$ cat src/rtl/csr_fwd_pipe_if.sv
// rtl/csr_fwd_pipe_if.sv - EX-side CSR write/read bus, forwarding and writeback signals
//
// Purpose: bundles every non-clock/reset signal of csr_fwd_pipe.
// Ports (master drives / slave receives):
//   stall, flush                  pipeline control
//   ex_valid, ex_csr_we/nofwd/waddr/wdata, ex_csr_re/raddr   EX-stage CSR access
//   fwd_sel, fwd_data, csr_hazard                            forwarding result to EX
//   wb_csr_we/waddr/wdata                                    CSR-file write
//   hazard_cnt                                               saturating hazard-cycle count
interface csr_fwd_pipe_if #(
  parameter int STAGES = 2,
  parameter int ADDR_W = 12,
  parameter int DATA_W = 32,
  parameter int CNT_W  = 16
);
  localparam int SEL_W = $clog2(STAGES + 1);

  logic              stall;
  logic              flush;
  logic              ex_valid;
  logic              ex_csr_we;
  logic              ex_csr_nofwd;
  logic [ADDR_W-1:0] ex_csr_waddr;
  logic [DATA_W-1:0] ex_csr_wdata;
  logic              ex_csr_re;
  logic [ADDR_W-1:0] ex_csr_raddr;
  logic [SEL_W-1:0]  fwd_sel;
  logic [DATA_W-1:0] fwd_data;
  logic              csr_hazard;
  logic              wb_csr_we;
  logic [ADDR_W-1:0] wb_csr_waddr;
  logic [DATA_W-1:0] wb_csr_wdata;
  logic [CNT_W-1:0]  hazard_cnt;

  modport master (
    output stall, flush, ex_valid, ex_csr_we, ex_csr_nofwd, ex_csr_waddr,
           ex_csr_wdata, ex_csr_re, ex_csr_raddr,
    input  fwd_sel, fwd_data, csr_hazard, wb_csr_we, wb_csr_waddr,
           wb_csr_wdata, hazard_cnt
  );

  modport slave (
    input  stall, flush, ex_valid, ex_csr_we, ex_csr_nofwd, ex_csr_waddr,
           ex_csr_wdata, ex_csr_re, ex_csr_raddr,
    output fwd_sel, fwd_data, csr_hazard, wb_csr_we, wb_csr_waddr,
           wb_csr_wdata, hazard_cnt
  );
endinterface

$ cat src/rtl/csr_fwd_pipe.sv
// rtl/csr_fwd_pipe.sv - CSR write tracking, EX forwarding and single CSR-file writeback
//
// Purpose: shifts every CSR write leaving EX through STAGES in-flight entries
// (entry 1 = MEM ... entry STAGES = WB), forwards the youngest matching value to
// an EX CSR read, holds EX on a non-forwardable match and writes the CSR file
// once when the entry reaches WB.
// Ports:
//   clk    clock
//   rst_n  asynchronous active-low reset
//   bus    csr_fwd_pipe_if slave: EX access in, forward/hazard/writeback/count out
module csr_fwd_pipe #(
  parameter int STAGES = 2,
  parameter int ADDR_W = 12,
  parameter int DATA_W = 32,
  parameter int CNT_W  = 16
) (
  input logic           clk,
  input logic           rst_n,
  csr_fwd_pipe_if.slave bus
);
  localparam int SEL_W = $clog2(STAGES + 1);

  logic [STAGES:1]   v_q;
  logic [STAGES:1]   nofwd_q;
  logic [ADDR_W-1:0] addr_q [1:STAGES];
  logic [DATA_W-1:0] data_q [1:STAGES];
  logic [CNT_W-1:0]  cnt_q;

  logic              rd;
  logic              hit;
  logic              hit_nofwd;
  logic [SEL_W-1:0]  hit_sel;
  logic [DATA_W-1:0] hit_data;
  logic              hazard;
  logic              cap_v;

  // Scan oldest to youngest so the lowest matching k is the one left standing.
  // Only registered entries are compared, so an instruction never matches its
  // own write and csr_hazard has no path from the capture logic.
  always_comb begin
    hit       = 1'b0;
    hit_nofwd = 1'b0;
    hit_sel   = '0;
    hit_data  = '0;
    for (int k = STAGES; k >= 1; k--) begin
      if (v_q[k] && (addr_q[k] == bus.ex_csr_raddr)) begin
        hit       = 1'b1;
        hit_nofwd = nofwd_q[k];
        hit_sel   = SEL_W'(k);
        hit_data  = data_q[k];
      end
    end
  end

  assign rd     = bus.ex_valid & bus.ex_csr_re;
  assign hazard = rd & hit & hit_nofwd;
  // A hazard blocks capture, which pushes a bubble into entry 1 while the
  // older entries drain; the blocking entry retires and the hazard self-clears.
  assign cap_v  = bus.ex_valid & bus.ex_csr_we & ~bus.flush & ~hazard;

  assign bus.csr_hazard   = hazard;
  assign bus.fwd_sel      = (rd & hit & ~hit_nofwd) ? hit_sel  : '0;
  assign bus.fwd_data     = (rd & hit & ~hit_nofwd) ? hit_data : '0;
  assign bus.wb_csr_we    = v_q[STAGES] & ~bus.stall;
  assign bus.wb_csr_waddr = addr_q[STAGES];
  assign bus.wb_csr_wdata = data_q[STAGES];
  assign bus.hazard_cnt   = cnt_q;

  always_ff @(posedge clk or negedge rst_n) begin
    if (!rst_n) begin
      v_q     <= '0;
      nofwd_q <= '0;
      for (int k = 1; k <= STAGES; k++) begin
        addr_q[k] <= '0;
        data_q[k] <= '0;
      end
    end else if (!bus.stall) begin
      v_q[1]     <= cap_v;
      nofwd_q[1] <= bus.ex_csr_nofwd;
      addr_q[1]  <= bus.ex_csr_waddr;
      data_q[1]  <= bus.ex_csr_wdata;
      for (int k = 2; k <= STAGES; k++) begin
        v_q[k]     <= v_q[k-1];
        nofwd_q[k] <= nofwd_q[k-1];
        addr_q[k]  <= addr_q[k-1];
        data_q[k]  <= data_q[k-1];
      end
    end
  end

  always_ff @(posedge clk or negedge rst_n) begin
    if (!rst_n) begin
      cnt_q <= '0;
    end else if (hazard && !bus.stall && (cnt_q != {CNT_W{1'b1}})) begin
      cnt_q <= cnt_q + CNT_W'(1);
    end
  end
endmodule

$ cat src/flat_wrapper.sv
// flat-port wrapper written by rule: the top's interface ports become plain ports
module csr_fwd_pipe_flat 
#(
  parameter int STAGES = 2,
  parameter int ADDR_W = 12,
  parameter int DATA_W = 32,
  parameter int CNT_W  = 16
)
  (clk, rst_n, bus_stall, bus_flush, bus_ex_valid, bus_ex_csr_we, bus_ex_csr_nofwd, bus_ex_csr_waddr, bus_ex_csr_wdata, bus_ex_csr_re, bus_ex_csr_raddr, bus_fwd_sel, bus_fwd_data, bus_csr_hazard, bus_wb_csr_we, bus_wb_csr_waddr, bus_wb_csr_wdata, bus_hazard_cnt);
  csr_fwd_pipe_if #(.STAGES(STAGES), .ADDR_W(ADDR_W), .DATA_W(DATA_W), .CNT_W(CNT_W)) bus_i ();
  input logic clk;
  input logic rst_n;
  input wire logic [$bits(bus_i.stall)-1:0] bus_stall;
  input wire logic [$bits(bus_i.flush)-1:0] bus_flush;
  input wire logic [$bits(bus_i.ex_valid)-1:0] bus_ex_valid;
  input wire logic [$bits(bus_i.ex_csr_we)-1:0] bus_ex_csr_we;
  input wire logic [$bits(bus_i.ex_csr_nofwd)-1:0] bus_ex_csr_nofwd;
  input wire logic [$bits(bus_i.ex_csr_waddr)-1:0] bus_ex_csr_waddr;
  input wire logic [$bits(bus_i.ex_csr_wdata)-1:0] bus_ex_csr_wdata;
  input wire logic [$bits(bus_i.ex_csr_re)-1:0] bus_ex_csr_re;
  input wire logic [$bits(bus_i.ex_csr_raddr)-1:0] bus_ex_csr_raddr;
  output wire logic [$bits(bus_i.fwd_sel)-1:0] bus_fwd_sel;
  output wire logic [$bits(bus_i.fwd_data)-1:0] bus_fwd_data;
  output wire logic [$bits(bus_i.csr_hazard)-1:0] bus_csr_hazard;
  output wire logic [$bits(bus_i.wb_csr_we)-1:0] bus_wb_csr_we;
  output wire logic [$bits(bus_i.wb_csr_waddr)-1:0] bus_wb_csr_waddr;
  output wire logic [$bits(bus_i.wb_csr_wdata)-1:0] bus_wb_csr_wdata;
  output wire logic [$bits(bus_i.hazard_cnt)-1:0] bus_hazard_cnt;
  assign bus_i.stall = bus_stall;
  assign bus_i.flush = bus_flush;
  assign bus_i.ex_valid = bus_ex_valid;
  assign bus_i.ex_csr_we = bus_ex_csr_we;
  assign bus_i.ex_csr_nofwd = bus_ex_csr_nofwd;
  assign bus_i.ex_csr_waddr = bus_ex_csr_waddr;
  assign bus_i.ex_csr_wdata = bus_ex_csr_wdata;
  assign bus_i.ex_csr_re = bus_ex_csr_re;
  assign bus_i.ex_csr_raddr = bus_ex_csr_raddr;
  assign bus_fwd_sel = bus_i.fwd_sel;
  assign bus_fwd_data = bus_i.fwd_data;
  assign bus_csr_hazard = bus_i.csr_hazard;
  assign bus_wb_csr_we = bus_i.wb_csr_we;
  assign bus_wb_csr_waddr = bus_i.wb_csr_waddr;
  assign bus_wb_csr_wdata = bus_i.wb_csr_wdata;
  assign bus_hazard_cnt = bus_i.hazard_cnt;
  csr_fwd_pipe #(.STAGES(STAGES), .ADDR_W(ADDR_W), .DATA_W(DATA_W), .CNT_W(CNT_W)) u_core (.clk(clk), .rst_n(rst_n), .bus(bus_i));
endmodule
$ cat config.mk
export PLATFORM = sky130hd
export DESIGN_NAME = csr_fwd_pipe_flat
export DESIGN_NICKNAME = d
export VERILOG_FILES = /design/src/rtl/csr_fwd_pipe_if.sv /design/src/rtl/csr_fwd_pipe.sv /design/src/flat_wrapper.sv
export SDC_FILE = /design/constraint.sdc
export NUM_CORES = 1
export LEC_CHECK = 0
export ABC_AREA = 1
export CAP_MARGIN = 20
export CORE_ASPECT_RATIO = 0.9
export CORE_MARGIN = 2
export CORE_UTILIZATION = 45
export DETAILED_ROUTE_END_ITERATION = 16
export PLACE_DENSITY_LB_ADDON = 0.05
export SLEW_MARGIN = 0
export SYNTH_ARGS = -nofsm -noshare
export SYNTH_HDL_FRONTEND = slang
export SYNTH_SLANG_ARGS = --single-unit
$ cat constraint.sdc
create_clock -name clk -period 1.9 [get_ports clk]
set_clock_uncertainty 0.05 [all_clocks]
set_input_delay 0.285 -clock clk [delete_from_list [all_inputs] [get_ports clk]]
set_output_delay 0.285 -clock clk [all_outputs]
set_load 0.02 [all_outputs]
== Word level (Yosys, flattened, before mapping) ==
Cells that the tools add are included.

* Logic and storage cells: 38
* Input port bits: 64
* Output and inout bits: 96
* Register bits after elaboration: 108

* Bitwise operators: 12
* Reductions and logical operators: 5
* Mux-type cells: 10
* $add $sub $neg: 1
* Eq/ne operators: 3

{| class="wikitable"
|+ Operators with widths
! cell !! number
|-
| 32-bit two-way mux || 3
|-
| 12-bit equality test || 2
|-
| 16-bit by 1-bit adder with 16-bit output (second input constant) || 1
|-
| 16-bit inequality test (second input constant) || 1
|-
| 1-bit AND || 8
|-
| 2-bit two-way mux || 3
|-
| 1-bit logical AND || 4
|-
| 1-bit two-way mux || 4
|-
| 1-bit inverter || 4
|-
| 1-bit logical NOT || 1
|}

== Depth between registers and ports, before layout ==
Gate-level depths: netlist (run 1).

* Depth after elaboration: 8
* Depth in mapped cells: 14
* Depth with buffers taken out: 14

== Least setup slack after synthesis (run 1) ==
No wires, ideal clock.

* Path kind: flip-flop to output port
* Start: register u_core.addr_q[12] (netlist name)
* End: output port bus_fwd_sel[1]
* Stages on the path, launching flop included: 13
* Buffers on the path: 1
* Slack: -308 ps
* Arrival: 1873 ps
* Required time: 1565 ps
* Path through: dfrtp_1 inv_1 nand2_1 nand2_1 nor2_1 nand2_1 nor2_2 nand2_4 clkinv_2 nand2_1 nand2_4 buf_4 nor4_1

* Longest elaborated chain between the ends: 6
* Elaborated cells between the ends (all ways): 9
* Classes of those cells: 1 x eq/ne; 4 x mux; 3 x bitwise; 1 x reduce/logical

{| class="wikitable"
|+ Ends and longest elaborated chain
! what !! RTL line !! source
|-
| start, declared || csr_fwd_pipe.sv:25 || <nowiki>logic [ADDR_W-1:0] addr_q [1:STAGES];</nowiki>
|-
| start signal, assigned by index || csr_fwd_pipe.sv:85 || <nowiki>addr_q[k] <= addr_q[k-1];</nowiki>
|-
| 12-bit equality test * || csr_fwd_pipe.sv:46 || <nowiki>if (v_q[k] && (addr_q[k] == bus.ex_csr_raddr)) begin</nowiki>
|-
| 1-bit logical AND * || csr_fwd_pipe.sv:46 ||
|-
| 1-bit two-way mux || csr_fwd_pipe.sv:46 ||
|-
| 1-bit AND / 1-bit inverter (equally long branches) || csr_fwd_pipe.sv:62 || <nowiki>assign bus.fwd_sel = (rd & hit & ~hit_nofwd) ? hit_sel : '0;</nowiki>
|-
| 1-bit AND || csr_fwd_pipe.sv:62 ||
|-
| 2-bit two-way mux * || csr_fwd_pipe.sv:62 ||
|-
| end, declared || flat_wrapper.sv:22 || <nowiki>output wire logic [$bits(bus_i.fwd_sel)-1:0] bus_fwd_sel;</nowiki>
|}

Every way passes the cells marked *; elsewhere a longest branch is shown, timed or not.

== Worst setup path in the final report (run 1) ==
* Start: register u_core.addr_q[16] (netlist name)
* End: output port bus_fwd_data[25]

* Longest elaborated chain between the ends: 6
* Elaborated cells between the ends (all ways): 9
* Classes of those cells: 1 x eq/ne; 4 x mux; 3 x bitwise; 1 x reduce/logical

{| class="wikitable"
|+ Ends and longest elaborated chain
! what !! RTL line !! source
|-
| 12-bit equality test * || csr_fwd_pipe.sv:46 ||
|-
| 1-bit logical AND * || csr_fwd_pipe.sv:46 ||
|-
| 1-bit two-way mux || csr_fwd_pipe.sv:46 ||
|-
| 1-bit AND / 1-bit inverter (equally long branches) || csr_fwd_pipe.sv:63 || <nowiki>assign bus.fwd_data = (rd & hit & ~hit_nofwd) ? hit_data : '0;</nowiki>
|-
| 1-bit AND || csr_fwd_pipe.sv:63 ||
|-
| 32-bit two-way mux * || csr_fwd_pipe.sv:63 ||
|-
| end, declared || flat_wrapper.sv:23 || <nowiki>output wire logic [$bits(bus_i.fwd_data)-1:0] bus_fwd_data;</nowiki>
|}

Marked as above.

==> summary.txt, run 1 <==
Timing
  – Fin worst setup slack: -0.716 ns
  – Max frequency: 382 MHz
  – Worst relative slew slack: 59.1%
  – Worst Hold Margin: 0.414 ns
  – Unrepaired setup endpoints after global routing: true
  – Transition time at the pin with the least slew margin: around 0.6 ns
  – Final Setup Violations: 49
  – Count of pins over their slew limit: 0
  – Period utilization: 138%
  – Final critical-path required period: about 2.6 ns
  – Number of failing hold endpoints at the final stage: 0

Pwr
  – Portion of total power attributed to combinational logic: a little over a fifth
  – Pwr per Cell Area: between 600 and 700 nW/um2
  – Power share of the clock group: 33.4%
  – Post-layout power: 5.95 mW
  – Worst IR Drop VDD: 0.000490 V
  – Static Leakage: 4.58 nW
  – Sequential share of power: between 40% and 50%
  – Power Internal: 4.18 mW
  – P_sw: between 1.5 and 2 mW
  – Net switching fraction of the power: between 20% and 30%

Clock tree
  – Clock-pin slew of the registers on the worst-case setup and hold paths: 0.07 ns
  – Number of sinks on the clock net: 108
  – Skew-Pair Late Insertion Delay: 0.36 ns
  – Clock buffer depth: 2
  – Number of buffers created by CTS: 9
  – Root Driver: sky130_fd_sc_hd__clkbuf_16
  – Maximum level of the CTS H-tree: 3
  – Clock tree from TritonCTS: yes

Run
  – Max-capacitance violation count: 0

Setup path
  – Critical R2R Capture: u_core.bus.hazard_cnt[15]$_DFFE_PN0P_
  – Arr. time, crit path: 2.28 ns
  – R2R Path Start: u_core.bus.wb_csr_waddr[2]$_DFFE_PN0N_
  – Nature of the critical path endpoint: output pin
  – Last element of the critical path: bus_fwd_data[25]
  – Start point of the critical path: u_core.addr_q[16]$_DFFE_PN0N_
  – Largest fanout of any net on the critical path: 7
  – Kind of launch point of the worst setup path: flip-flop
  – Path type of the worst setup path: flip-flop to output pin
  – Register-to-Register Path Depth: 15
  – Worst R2R Setup Slack: -0.08 ns
  – Data required time of the worst path: 1.56 ns

Final layout
  – Fraction of final layout cells sized beyond drive strength 1: 29.5%
  – Non-filler cells in the finished layout: 1228
  – Fin util: between 70 and 80%
  – Count of filler cells inserted in the layout: around 1000
  – Post-layout net count: 1121
  – Synthesis-to-finish area growth: 57.7%
  – Post-layout instance area: 9620 um2
  – Diode insertion count for antenna repair: 0

Detailed routing
  – DR vias/cell: 5.14
  – 1st-iter DRT viols: 435
  – Routed WL per cell: about 16 um
  – Total number of vias: 6307
  – DR DRC count: 0
  – Detailed-routing iteration count for the pre-antenna-repair pass: 5
  – Count of antenna-violating nets left after detailed routing: 0
  – Detailed Route WL: roughly 19 mm

Place
  – Dpl cell area: 8210 um2
  – # port buffers: 159
  – DP HPWL: approximately 11 mm
  – # placed instances: 1178
  – Weighted congestion reported at the end of routability-driven placement: 0.863

Synthesis
  – Flip-flop and latch count after synthesis: 108
  – Number of warnings reported in the yosys synthesis log: 0
  – Synth cell count leaders: sky130_fd_sc_hd__nand2_1, sky130_fd_sc_hd__dfrtp_1, sky130_fd_sc_hd__nand3_1
  – Post-synthesis instance area: about 6000 um2
  – Leading area contributor after synthesis: sky130_fd_sc_hd__dfrtp_1
  – Distinct cells, synth: 30
  – EDFF count, synth: 0
  – Synthesized instance count: 852
  – Number of nets produced by synthesis: 917
  – Share of the synthesized area in the top cell type: between 40% and 50%
  – Most frequent cell after synthesis: sky130_fd_sc_hd__nand2_1
  – Leading post-synthesis cells by cell area: sky130_fd_sc_hd__dfrtp_1, sky130_fd_sc_hd__nand2_1, sky130_fd_sc_hd__nand3_1
  – Async SR Flop Fraction: 100%
  – Synthesized area per cell: 7.16 um2
  – Post-synth top flop: sky130_fd_sc_hd__dfrtp_1
  – Sequential-to-total area share from yosys stat: roughly 44%

Die
  – Core Region: 13300 um2
  – Starting density of the core: 45.8%
  – # rows: 40
  – DIE AREA: approximately 15000 um2
  – Ports placed on the boundary: 160
  – Y dimension of the die: 114 um
  – Width of the chip: about 130 um

Hold path
  – Min-delay worst type: primary input to flip-flop

Run status
  – Outcome: finished with violations
  – Violations in the final reports: negative setup slack

Global routing
  – Pin count of the biggest net entering global routing: 109
  – Total Routing Usage GR: roughly 26%
  – First-pass GRT wire length: 29.8 mm
  – Antenna violations before repair: 0
  – Via count of the first global-routing pass: 6062
  – GR Overflow Total: 0
## layout by cell type (no fill, tap or decap), types with 2 or more instances in the layout
cell type                           n
sky130_fd_sc_hd__buf_12            11
sky130_fd_sc_hd__buf_16             6
sky130_fd_sc_hd__buf_4             72
sky130_fd_sc_hd__buf_6             54
sky130_fd_sc_hd__buf_8              3
sky130_fd_sc_hd__clkbuf_16         14
sky130_fd_sc_hd__clkdlybuf4s50_1  106
sky130_fd_sc_hd__clkinv_1           2
sky130_fd_sc_hd__clkinv_4           3
sky130_fd_sc_hd__dfrtp_1          108
sky130_fd_sc_hd__dlygate4sd2_1     13
sky130_fd_sc_hd__dlymetal6s2s_1     3
sky130_fd_sc_hd__inv_1             74
sky130_fd_sc_hd__inv_2             14
sky130_fd_sc_hd__nand2_1          267
sky130_fd_sc_hd__nand2_2           51
sky130_fd_sc_hd__nand2_4            8
sky130_fd_sc_hd__nand3_1           43
sky130_fd_sc_hd__nand3_2           34
sky130_fd_sc_hd__nand3_4           16
sky130_fd_sc_hd__nand4_1           20
sky130_fd_sc_hd__nor2_1            30
sky130_fd_sc_hd__nor2_2            12
sky130_fd_sc_hd__nor2_4             3
sky130_fd_sc_hd__nor3_1             5
sky130_fd_sc_hd__o21ai_0           66
sky130_fd_sc_hd__o21ai_2            2
sky130_fd_sc_hd__xnor2_1            2
## worst max-delay path: stages, from the launching register on
cell and delay, ns:
sky130_fd_sc_hd__dfrtp_1 0.38, sky130_fd_sc_hd__inv_1 0.08, sky130_fd_sc_hd__nand2_2 0.07, sky130_fd_sc_hd__nand2_1 0.05, sky130_fd_sc_hd__nor2_1 0.10, sky130_fd_sc_hd__nand2_1 0.07
sky130_fd_sc_hd__nor2_2 0.12, sky130_fd_sc_hd__nand2_4 0.11, sky130_fd_sc_hd__nand3_4 0.08, sky130_fd_sc_hd__nand2_4 0.08, sky130_fd_sc_hd__nor2_8 0.15, sky130_fd_sc_hd__buf_8 0.16
sky130_fd_sc_hd__buf_12 0.13, sky130_fd_sc_hd__nand3_1 0.10, sky130_fd_sc_hd__nand2_2 0.11, sky130_fd_sc_hd__buf_6 0.11
## worst min-delay path by stage
stage	startpoint	to	slack [ns]	cells past startpoint
2_1_floorplan	rst_n	u_core.addr_q[12]$_DFFE_PN0N_	-0.06	0
3_3_place_gp	rst_n	u_core.bus.wb_csr_waddr[5]$_DFFE_PN0N_	0.35	2
3_5_place_dp	rst_n	u_core.bus.wb_csr_waddr[5]$_DFFE_PN0N_	0.36	2
4_1_cts	bus_ex_csr_wdata[9]	u_core.data_q[41]$_DFFE_PN0N_	0.40	3
5_1_grt	bus_ex_csr_wdata[31]	u_core.data_q[63]$_DFFE_PN0N_	0.43	3
6_report	bus_ex_csr_wdata[7]	u_core.data_q[39]$_DFFE_PN0N_	0.41	3
## sequential cells by signal, indices dropped and copies added (netlist names)
name                     cells
u_core.v_q                   2
u_core.bus.hazard_cnt       16
u_core.nofwd_q               2
u_core.bus.wb_csr_waddr     12
u_core.bus.wb_csr_wdata     32
u_core.addr_q               12
u_core.data_q               32
## routing by layer
| layer | vias up | track usage [%] | routed length [um] |
|---|---|---|---|
| met2 | 224 | 43.7 | 9570 |
| met4 | 0 | 7.77 | 352 |
| met3 | 31 | 6.45 | 1160 |
| met5 | - | 0 | 0 |
| met1 | 3008 | 33.2 | 8070 |
| li1 | 3044 | - | - |
## power groups by stage
stage                     registers, mW  clock network, mW  logic (mW)
after global placement             2.68                  0        1.15
after global routing               2.71               2.10        1.40
after floorplan                    2.65                  0       0.668
final                              2.68               1.99        1.28
after CTS                          2.66               2.01        1.28
after detailed placement           2.69                  0        1.17
## per-stage QoR
stage,setup TNS (ns),setup slack [ns]
after global routing,-30.10,-0.866
after global placement,-48.74,-1.18
after CTS,-23.68,-0.694
final,-22.95,-0.716
after floorplan,-0.942,-0.0379
after detailed placement,-49.45,-1.19
## cell type report
| type | instances | area (um2) | share of cell area [%] |
|---|---|---|---|
| Clock buffer | 11 | 243 | 2.52 |
| Clock inverter | 4 | 58.8 | 0.611 |
| Inverter | 91 | 347 | 3.60 |
| Multi-Input combinational cell | 571 | 3130 | 32.5 |
| Sequential cell | 108 | 2700 | 28.1 |
| Tap cell | 168 | 210 | 2.18 |
| Timing Repair Buffer | 275 | 2930 | 30.5 |
## cell families after synthesis
logic type / count (synthesis) / share of synthesized area [%]
AOI/OAI and AO/OA: 72 / 6.13
xor gates and xnor gates: 4 / 0.574
adders and majority gates: 1 / 0.205
buffers and inverters: 173 / 14.5
DFF: 108 / 44.3
and+or+nand+nor: 494 / 34.3
## repair_timing
item,4_1_cts,5_1_grt
hold endpoints to repair,107,0
resized for setup,314,76
pin swaps,35,34
buffers inserted,33,6
cloned,6,5
hold buffers,1,0
setup endpoints to repair,51,55
(Power assumes the default switching activity.)
==> run 2: changes to the inputs <==
--- a/config.mk
+++ b/config.mk
@@ -12,7 +12,9 @@
 export CORE_UTILIZATION = 45
 export DETAILED_ROUTE_END_ITERATION = 16
 export PLACE_DENSITY_LB_ADDON = 0.05
+export RECOVER_POWER = 25
 export SLEW_MARGIN = 0
 export SYNTH_ARGS = -nofsm -noshare
 export SYNTH_HDL_FRONTEND = slang
 export SYNTH_SLANG_ARGS = --single-unit
+export TNS_END_PERCENT = 50
==> summary.txt, run 2 (synthesis gave the netlist of run 1 again) <==
Final layout
  – Count of filler cells inserted in the layout: 1108 (was 1020)
  – Commonest non-fill, non-tap cell in the layout: sky130_fd_sc_hd__nand2_1 (unchanged)
  – Diode insertion count for antenna repair: 0 (unchanged)
  – Synthesis-to-finish area growth: 49.4% (was 57.7%)
  – Fin util: 68.5% (was 72.3%)
  – Post-layout instance area: 9120 um2 (was 9620 um2)
  – Post-layout net count: 1108 (was 1121)
  – Top library cells by usage in the layout, fill and taps aside: sky130_fd_sc_hd__nand2_1, sky130_fd_sc_hd__clkdlybuf4s50_1, sky130_fd_sc_hd__dfrtp_1 (was sky130_fd_sc_hd__nand2_1, sky130_fd_sc_hd__dfrtp_1, sky130_fd_sc_hd__clkdlybuf4s50_1)
  – Fraction of final layout cells sized beyond drive strength 1: 25.4% (was 29.5%)

Clock tree
  – Clock-pin slew of the registers on the worst-case setup and hold paths: 0.07 ns (about the same)
  – Clock tree from TritonCTS: yes (unchanged)
  – Root Driver: sky130_fd_sc_hd__clkbuf_16 (unchanged)
  – Skew-Pair Late Insertion Delay: 0.35 ns (was 0.36 ns)
  – Number of sinks on the clock net: 108 (unchanged)
  – Clock buffer depth: 2 (unchanged)
  – Maximum level of the CTS H-tree: 3 (unchanged)
  – Number of buffers created by CTS: 9 (unchanged)

Place
  – Weighted congestion reported at the end of routability-driven placement: 0.867 (was 0.863)
  – # port buffers: 159 (unchanged)
  – Dpl cell area: 8040 um2 (was 8210 um2)
  – Worst slack at placement: -1.20 ns (was -1.19 ns)
  – DP HPWL: 11.2 mm (was 11.4 mm)

Hold path
  – Min-delay worst type: primary input to flip-flop (unchanged)
  – Cell count of the worst hold path: 3 (unchanged)

Die
  – Width of the chip: 127 um (unchanged)
  – # rows: 40 (unchanged)
  – Ports placed on the boundary: 160 (unchanged)
  – Starting density of the core: 45.8% (unchanged)
  – Y dimension of the die: 114 um (unchanged)
  – DIE AREA: 14500 um2 (unchanged)
  – Core Region: 13300 um2 (unchanged)

Setup path
  – Data required time of the worst path: 1.56 ns (about the same)
  – Nature of the critical path endpoint: output pin (unchanged)
  – Kind of launch point of the worst setup path: flip-flop (unchanged)
  – Register-to-Register Path Depth: 16 (was 15)
  – Arr. time, crit path: 2.25 ns (was 2.28 ns)
  – Path type of the worst setup path: flip-flop to output pin (unchanged)
  – Largest fanout of any net on the critical path: 5 (was 7)

Pwr
  – Worst IR Drop VDD: 0.000420 V (was 0.000490 V)
  – Pwr per Cell Area: 622 nW/um2 (was 618 nW/um2)
  – Static Leakage: 4.44 nW (was 4.58 nW)
  – Post-layout power: 5.67 mW (was 5.95 mW)

Timing
  – Period utilization: 136% (was 138%)
  – Unrepaired setup endpoints after global routing: true (unchanged)
  – Worst relative slew slack: 19.9% (was 59.1%)
  – Transition time at the pin with the least slew margin: 1.20 ns (was 0.614 ns)
  – Final Setup Violations: 50 (was 49)
  – Max frequency: 387 MHz (was 382 MHz)
  – Fin worst setup slack: -0.686 ns (was -0.716 ns)
  – Final critical-path required period: 2.59 ns (was 2.62 ns)
  – Number of failing hold endpoints at the final stage: 0 (unchanged)
  – Count of pins over their slew limit: 0 (unchanged)

Global routing
  – First-pass GRT wire length: 27.6 mm (was 29.8 mm)
  – Total Routing Usage GR: 23.6% (was 25.9%)
  – Antenna violations before repair: 0 (unchanged)
  – GR Overflow Total: 0 (unchanged)
  – Pin count of the biggest net entering global routing: 109 (unchanged)
  – Via count of the first global-routing pass: 5798 (was 6062)

Detailed routing
  – Routed WL per cell: 14.7 um (was 15.6 um)
  – Detailed Route WL: 17.9 mm (was 19.2 mm)
  – Total number of vias: 6061 (was 6307)
  – Count of antenna-violating nets left after detailed routing: 0 (unchanged)
  – DR DRC count: 0 (unchanged)
  – DR vias/cell: 4.98 (was 5.14)
  – 1st-iter DRT viols: 396 (was 435)
  – Detailed-routing iteration count for the pre-antenna-repair pass: 6 (was 5)

Run status
  – Outcome: finished with violations (unchanged)
  – Violations in the final reports: negative setup slack (unchanged)

Run
  – Max-capacitance violation count: 0 (unchanged)
==> run 2: final cells by class <==
class	instances	area [um2]	share of cell area, %
Timing Repair Buffer	262	2630	28.8
Multi-Input combinational cell	571	2960	32.4
Inverter	91	347	3.80
Clock inverter	7	48.8	0.535
Clock buffer	9	225	2.47
Tap cell	168	210	2.31
Sequential cell	108	2700	29.6
==> run 2: worst paths after layout <==
path                                                          from                                      to  slack, ns
min                                            bus_ex_csr_wdata[9]           u_core.data_q[41]$_DFFE_PN0N_       0.41
max reg2reg                u_core.bus.wb_csr_waddr[10]$_DFFE_PN0N_    u_core.bus.hazard_cnt[6]$_DFFE_PN0P_      -0.21
max                        u_core.bus.wb_csr_waddr[10]$_DFFE_PN0N_                        bus_fwd_data[29]      -0.69
min in group asynchronous                                    rst_n  u_core.bus.wb_csr_waddr[5]$_DFFE_PN0N_       0.45
max in group asynchronous                                    rst_n  u_core.bus.wb_csr_waddr[3]$_DFFE_PN0N_       0.83
min reg2reg                          u_core.data_q[35]$_DFFE_PN0N_  u_core.bus.wb_csr_wdata[3]$_DFFE_PN0N_       0.44
==> run 2: repair_timing <==
item	in CTS	in global routing
gates cloned	4	6
setup endpoints to repair	51	53
hold endpoints to repair	107	0
setup buffers	9	7
pin swaps	21	29
hold buffers	1	0
gates resized for setup	274	60
==> run 2: critical path: stages (launching register included) <==
cell and delay, ns:
sky130_fd_sc_hd__dfrtp_1 0.41, sky130_fd_sc_hd__nand2_1 0.12, sky130_fd_sc_hd__nand2_2 0.06, sky130_fd_sc_hd__clkinv_1 0.04, sky130_fd_sc_hd__nand2_1 0.07, sky130_fd_sc_hd__nor2_4 0.16
sky130_fd_sc_hd__nand2_2 0.08, sky130_fd_sc_hd__nor2_2 0.13, sky130_fd_sc_hd__nand3_4 0.09, sky130_fd_sc_hd__nand2_4 0.09, sky130_fd_sc_hd__nor2_8 0.06, sky130_fd_sc_hd__buf_8 0.14
sky130_fd_sc_hd__clkbuf_16 0.16, sky130_fd_sc_hd__nand3_2 0.06, sky130_fd_sc_hd__nand2_1 0.07, sky130_fd_sc_hd__buf_6 0.13
==> run 2: routing by layer <==
layer  vias to the layer above  global-route usage (%)  part of all wire [%]
met4                         0                    6.67                   1.6
met5                         -                       0                     0
met3                        22                    5.98                   5.5
met2                       165                    39.3                    49
met1                      2864                    31.0                    44
li1                       3010                       -                     -
==> run 2: power by group <==
part           total [mW]  internal, mW  leakage [nW]  switching, mW
Combinational        1.20         0.571          2.94          0.632
Sequential           2.67          2.49          1.36          0.177
Clock                1.80         0.898         0.141          0.899
Total                5.67          3.96          4.44           1.71
==> run 2: through the flow <==
step | TNS [ns] | hold WS (ns) | cells
floorplan | -1.35 | -0.0606 | 852
global placement | -48.61 | 0.358 | 1174
detailed placement | -50.29 | 0.358 | 1174
CTS | -24.70 | 0.404 | 1204
global route | -32.58 | 0.418 | 1216
finish | -25.76 | 0.412 | 1216
==> run 3: changes to the inputs <==
--- a/config.mk
+++ b/config.mk
@@ -10,6 +10,7 @@
 export CORE_ASPECT_RATIO = 0.9
 export CORE_MARGIN = 2
 export CORE_UTILIZATION = 45
+export CTS_CLUSTER_SIZE = 28
 export DETAILED_ROUTE_END_ITERATION = 16
 export PLACE_DENSITY_LB_ADDON = 0.05
 export RECOVER_POWER = 25
==> results of run 3 <==
No change in the layout: final DEF, timing and power equal those of run 2.
